===== config.mk =====
export PLATFORM = sky130hd
export DESIGN_NAME = adc_serial_capture
export DESIGN_NICKNAME = d
export VERILOG_FILES = /design/src/rtl/adc_serial_capture.sv
export SDC_FILE = /design/constraint.sdc
export NUM_CORES = 1
export LEC_CHECK = 0
export CELL_PAD_IN_SITES_DETAIL_PLACEMENT = 1
export CELL_PAD_IN_SITES_GLOBAL_PLACEMENT = 1
export CORE_MARGIN = 1
export CORE_UTILIZATION = 41
export CTS_CLUSTER_DIAMETER = 200
export DETAILED_ROUTE_END_ITERATION = 8
export MAX_ROUTING_LAYER = met4
export PLACE_DENSITY_LB_ADDON = 0.1
export RECOVER_POWER = 25
export REMOVE_ABC_BUFFERS = 1
export SLEW_MARGIN = 20
export SYNTH_ARGS = -nofsm -noshare
export SYNTH_HDL_FRONTEND = slang
export SYNTH_SLANG_ARGS = --single-unit

===== constraint.sdc =====
create_clock -name clk -period 4.6 [get_ports clk]
set_input_delay 0.92 -clock clk [delete_from_list [all_inputs] [get_ports clk]]
set_output_delay 0.92 -clock clk [all_outputs]
set_load 0.005 [all_outputs]

===== src/rtl/adc_serial_capture.sv =====
// adc_serial_capture: shared csn/sclk serial ADC capture engine.
// Shifts NCH data lines in parallel; one result word per frame.
module adc_serial_capture #(
  parameter int NCH        = 2,
  parameter int DATA_W     = 12,
  parameter int FRAME_BITS = 16,
  parameter int CLK_DIV    = 2,
  parameter int QUIET_CYC  = 4
) (
  input  logic                  clk,
  input  logic                  rst,
  input  logic                  start,
  input  logic                  continuous,
  input  logic [NCH-1:0]        ADC_sdata,
  output logic                  ADC_sclk,
  output logic                  ADC_csn,
  output logic [NCH*DATA_W-1:0] data,
  output logic                  data_valid,
  output logic [NCH-1:0]        frame_err,
  output logic                  busy
);

  localparam int HALVES = 2 * FRAME_BITS + 1;
  localparam int DW = (CLK_DIV > 1) ? $clog2(CLK_DIV) : 1;
  localparam int HW = $clog2(HALVES);
  localparam int QW = (QUIET_CYC > 1) ? $clog2(QUIET_CYC) : 1;

  localparam logic [DW-1:0] DIV_LAST   = DW'(CLK_DIV - 1);
  localparam logic [HW-1:0] HALF_LAST  = HW'(HALVES - 1);
  localparam logic [QW-1:0] QUIET_LAST = QW'(QUIET_CYC - 1);

  typedef enum logic [1:0] {
    IDLE,
    CONVERT,
    QUIET
  } state_t;

  state_t state, state_nx;

  logic [DW-1:0] div;
  logic [HW-1:0] half;
  logic [QW-1:0] qcnt;
  logic [NCH-1:0][FRAME_BITS-1:0] shreg;
  logic [NCH-1:0] lead;
  logic half_end, rise, frame_end, quiet_end;

  // Odd half-periods are sclk-low; their last edge is the rising edge.
  assign half_end  = (state == CONVERT) && (div == DIV_LAST);
  assign rise      = half_end && half[0];
  assign frame_end = half_end && (half == HALF_LAST);
  assign quiet_end = (state == QUIET) && (qcnt == QUIET_LAST);

  assign ADC_sclk = ~((state == CONVERT) && half[0]);
  assign ADC_csn  = (state != CONVERT);
  assign busy     = (state != IDLE);

  always_ff @(posedge clk or posedge rst) begin
    if (rst) state <= IDLE;
    else     state <= state_nx;
  end

  always_comb begin
    state_nx = state;
    unique case (state)
      IDLE:    if (start) state_nx = CONVERT;
      CONVERT: if (frame_end) state_nx = QUIET;
      QUIET: begin
        if (quiet_end)
          state_nx = continuous ? CONVERT : IDLE;
      end
      default: state_nx = IDLE;
    endcase
  end

  always_ff @(posedge clk or posedge rst) begin
    if (rst) begin
      div  <= '0;
      half <= '0;
      qcnt <= '0;
    end else begin
      if (state == CONVERT) begin
        div <= half_end ? '0 : div + 1'b1;
        if (half_end)
          half <= frame_end ? '0 : half + 1'b1;
      end else begin
        div  <= '0;
        half <= '0;
      end
      if ((state == QUIET) && !quiet_end) qcnt <= qcnt + 1'b1;
      else                                qcnt <= '0;
    end
  end

  always_ff @(posedge clk or posedge rst) begin
    if (rst) begin
      shreg <= '0;
    end else if (rise) begin
      for (int i = 0; i < NCH; i++)
        shreg[i] <= (shreg[i] << 1) | FRAME_BITS'(ADC_sdata[i]);
    end
  end

  generate
    if (FRAME_BITS > DATA_W) begin : g_lead
      always_comb begin
        lead = '0;
        for (int i = 0; i < NCH; i++)
          lead[i] = |shreg[i][FRAME_BITS-1:DATA_W];
      end
    end else begin : g_nolead
      assign lead = '0;
    end
  endgenerate

  always_ff @(posedge clk or posedge rst) begin
    if (rst) begin
      data       <= '0;
      frame_err  <= '0;
      data_valid <= 1'b0;
    end else begin
      data_valid <= frame_end;
      if (frame_end) begin
        for (int i = 0; i < NCH; i++)
          data[i*DATA_W +: DATA_W] <= shreg[i][DATA_W-1:0];
        frame_err <= lead;
      end
    end
  end

endmodule


# After elaboration in Yosys (flattened, before gate mapping)

Index checks and enable logic that the tools add are counted.

Bits in registers: 70
Latch bits: 0
RAM bits: 0
Memory bits (read-only): 0
Bits of input ports: 6
Output and inout bits: 30
Memories kept: 0

$add $sub $neg: 3
Multipliers: 0
Divide/modulo/power cells: 0
Order comparisons: 0
Equality and inequality tests: 9
Shifts and indexed selects: 0
Muxes and demuxes: 11
Bitwise logic cells: 3
Reduce and logical (&&, ||, !) cells: 12

Operators with widths:

| operator                                                         | count |
|---|---|
| 16-bit by 1-bit OR with 16-bit output                            | 2 |
| 6-bit 2-to-1 mux                                                 | 3 |
| 2-bit 2-to-1 mux                                                 | 4 |
| 2-bit != test (second input constant)                            | 4 |
| 4-bit OR reduction                                               | 2 |
| 6-bit by 1-bit adder with 6-bit output (second input constant)   | 1 |
| 6-bit == test (second input constant)                            | 1 |
| 1-bit logical AND                                                | 6 |
| 2-bit case mux with 3 select lines                               | 1 |
| 2-bit == test (second input constant)                            | 2 |
| 1-bit 2-to-1 mux                                                 | 3 |
| 3-bit AND reduction                                              | 1 |
| 2-bit by 1-bit adder with 2-bit output (second input constant)   | 1 |
| 2-bit by 1-bit == test with 1-bit output (second input constant) | 1 |
| 2-bit logical NOT                                                | 1 |
| 2-bit by 1-bit != test with 1-bit output (second input constant) | 1 |
| 2-bit nonzero test                                               | 1 |
| 1-bit adder (second input constant)                              | 1 |
| 1-bit logical NOT                                                | 1 |
| 1-bit inverter                                                   | 1 |

# Logic depth before layout (Yosys ltp)

Depth after elaboration: 6
Mapped depth: 7
Depth with buffers taken out: 5

# Worst setup path before layout

Ideal clock, no wire load.

Kind: flip-flop to flip-flop
Start: register half[0]
End: register data[0]
Library setup time: 0.125 ns
Arrival: 1.764 ns
Data required time: 4.475 ns
Path slack: 2.711 ns
Cell stages (with the launch flop): 8
Path buffers: 2
Period minus slack after synthesis: 1.889 ns
Path through: dfrtp_1 -> inv_1 -> ha_1 -> nand4bb_1 -> or3_4 -> buf_6 -> buf_8 -> mux2_4

Cells in the longest elaborated chain, start to end: 2

Ends and longest elaborated chain:

| what                          | RTL line | text |
|---|---|---|
| start, declared               | 41       | `logic [HW-1:0] half;` |
| start signal, assigned        | 84       | `half <= frame_end ? '0 : half + 1'b1;` |
| 6-bit == test                 | 50       | `assign frame_end = half_end && (half == HALF_LAST);` |
| 1-bit logical AND             | 50       |  |
| end signal, assigned by index | 124      | `data[i*DATA_W +: DATA_W] <= shreg[i][DATA_W-1:0];` |
| end, declared                 | 17       | `output logic [NCH*DATA_W-1:0] data,` |

Every way passes these cells.
A chain may end at the register's enable or synchronous reset.

# Final worst setup path

Start: register state[1]
End: output port ADC_csn

Cells in the longest elaborated chain, start to end: 1

Ends and longest elaborated chain:

| what                                     | RTL line | text |
|---|---|---|
| start, declared                          | 38       | `state_t state, state_nx;` |
| start signal, assigned                   | 59       | `else state <= state_nx;` |
| 2-bit by 1-bit != test with 1-bit output | 54       | `assign ADC_csn = (state != CONVERT);` |
| end, declared                            | 16       | `output logic ADC_csn,` |

Every way passes these cells.

==> impl_metrics.env <==
export IMPL_outcome="finished, violations left"
export IMPL_violations="capacitance limit, slew limit"
export IMPL_finalSetupTns_ps=0
export IMPL_cts_resized_gates=0
export IMPL_grt_pass1_vias=1700
export IMPL_peakVddDrop_uv=157
export IMPL_critPathLaunchType="flop"
export IMPL_core_area_um2=6760
export IMPL_grt_max_degree=44
export IMPL_wirelength_mm=5.02
export IMPL_synth_edf_count=0
export IMPL_rsz0062_at_grt="no"
export IMPL_clkTransAtPathRegs_ps=70
export IMPL_drive_above_1_share=0.342
export IMPL_syn_to_final_growth_pct=19.6
export IMPL_timing_critical_path_from="state[1]"
export IMPL_worst_pin_slew_ps=1860
export IMPL_yosysTopAreaCellShare=0.615
export IMPL_leakagePower_uw=0.00164
export IMPL_post_place_ws_ps=2180
export IMPL_postCtsHoldBufs=0
export IMPL_post_synth_top_count_cell="dfrtp_1"
export IMPL_grt_pass1_wl_mm=8.56
export IMPL_pin_count=36
export IMPL_ys_seq_elements=70
export IMPL_placed_area_um2=3250
export IMPL_crit_required_ps=3680
export IMPL_wl_per_cell_um=16.3
export IMPL_r2r_end="shreg[2]"
export IMPL_r2r_cells=4
export IMPL_ant_nets=0
export IMPL_fin_cells=308
export IMPL_hold_path_class="flop to flop"
export IMPL_cts_setup_buffers=0
export IMPL_setup_worst_path_end="ADC_csn"
export IMPL_die_height_um=85.4
export IMPL_clk_path_buf_depth=2
export IMPL_rrSetupSlack_ps=1950
export IMPL_worstSetupEndpointType="primary output"
export IMPL_grt_total_usage=0.160
export IMPL_synthCells=183
export IMPL_overflow=0
export IMPL_design_area_um2=3410
export IMPL_synth_cell_type_count=36
export IMPL_place_congestion=0.762
export IMPL_htree_levels=3
export IMPL_fin_hold_ws_ps=457
export IMPL_yosys_warnings=0
export IMPL_finalNetCount=233
export IMPL_via_count=1539
export IMPL_slew_headroom=-0.243
export IMPL_ys_top_cells_by_area="dfrtp_1, mux2_2, mux2_4"
export IMPL_syn_area_um2=2850
export IMPL_num_rows=30
export IMPL_final_min_clock_period_ps=2700
export IMPL_drt_initial_drc_count=56
export IMPL_cp_slowest_cell="clkdlybuf4s50_1"
export IMPL_path_max_fanout=8
export IMPL_routed_via_density=5.00
export IMPL_cts_tree="yes"
export IMPL_synth_common_cells="dfrtp_1, mux2_2, mux2_4"
export IMPL_drcViolationCount=0
export IMPL_diodes=0
export IMPL_dp_hpwl_mm=3.26
export IMPL_cpPeakStageDelay_ps=480
export IMPL_cts_buffers=9
export IMPL_fmax_mhz=370
export IMPL_finalCritPeriodShare=0.587
export IMPL_post_synth_top_area_cell="dfrtp_1"
export IMPL_cts_root_buf="clkbuf_8"
export IMPL_dieWidth_um=85.4
export IMPL_synth_async_reset_ratio=1.00
export IMPL_powerDensity_nw_per_um2=318
export IMPL_clock_skew_ps=5.54
export IMPL_dieArea_um2=7290
export IMPL_clock_sinks=70
export IMPL_drv_slew=33
export IMPL_whs_path_depth=1
export IMPL_initial_core_util=0.422
export IMPL_avgSynthCellArea_um2=15.6
export IMPL_dpl_cell_count=293
export IMPL_io_buffers=35
export IMPL_antenna_found_initial=0
export IMPL_setup_viol=0
export IMPL_timing_rr_start="state[0]"
export IMPL_max_cap_violations=1
export IMPL_clk_insertion_delay_late_ps=330
export IMPL_path_cells="nor2b_1 -> inv_2 -> clkdlybuf4s50_1"
export IMPL_worstPathArrival_ps=1780
export IMPL_synthFlopType="dfrtp_1"
export IMPL_ys_seq_area_frac=0.615
export IMPL_finalHoldViolCount=0
export IMPL_firstDrtPassIters=4
export IMPL_path_class="flop to primary output"
export IMPL_setup_ws_ps=1900
## per-stage QoR
step / power [µW] / utilization
floorplan: 665 / -
CTS: 1100 / 0.506
finish: 1080 / 0.504
detailed placement: 678 / 0.481
global placement: 675 / 0.481
global route: 1130 / 0.504
## how the worst min path moves through the flow
stage	slack [ps]	end	startpoint
after floorplan	410	qcnt[0]	qcnt[0]
after global placement	420	qcnt[0]	qcnt[0]
after detailed placement	450	qcnt[0]	qcnt[0]
after CTS	460	qcnt[0]	qcnt[0]
after global routing	480	qcnt[0]	qcnt[0]
final	460	qcnt[0]	qcnt[0]
## cell usage in the layout (no fill, tap or decap), types with 4 or more instances in the layout
cell type / count
clkbuf_8: 10
inv_1: 4
dfrtp_1: 70
nor2_1: 6
clkdlybuf4s50_1: 34
mux2_4: 18
mux2_2: 40
## flip-flops by register name, indices dropped and copies added, names as in the netlist
signal / flops
half: 6
div: 1
data_valid: 1
data: 24
state: 2
frame_err: 2
qcnt: 2
shreg: 32
## critical path, delay by kind of cell (launching register included)
kind,cells,cell delay [ps]
simple gates,1,380
flops,1,420
buf+inv,2,650
## metal layers
| metal | vias to the layer above | GRT usage | part of all wire | wire length [µm] |
|---|---|---|---|---|
| met1 | 785 | 0.209 | 0.48 | 2390 |
| met4 | 0 | 0.0500 | 0.011 | 53 |
| met2 | 28 | 0.238 | 0.48 | 2390 |
| li1 | 719 | - | - | - |
| met3 | 7 | 0.0516 | 0.036 | 181 |
| met5 | - | - | 0 | 0 |
## cell families (layout without fill, tap and decap cells)
logic type,after synthesis,in the layout,synth area share
AO/OA/AOI/OAI,9,9,0.0202
XOR/XNOR,1,1,0.00307
adder cells (fa/ha/maj),3,3,0.0132
buffers and inverters,13,58,0.0294
flip-flops,70,70,0.615
multiplexers,60,60,0.260
AND/OR/NAND/NOR,27,27,0.0593
## power by group
group	internal [µW]	switching, µW	leakage (µW)	total [µW]
clock	206	215	0.0000889	420
combinational	13.6	15.2	0.000655	28.8
sequential	627	8.70	0.000898	636
## layout make-up
type | instances | area, µm²
sequential | 70 | 1750
tap | 80 | 100
fill | 678 | 3350
inverter | 6 | 22.5
timing repair buffer | 37 | 362
clock buffer | 11 | 141
multi-input combinational | 100 | 1010
clock inverter | 4 | 23.8
Power figures use the tool's default switching activity.
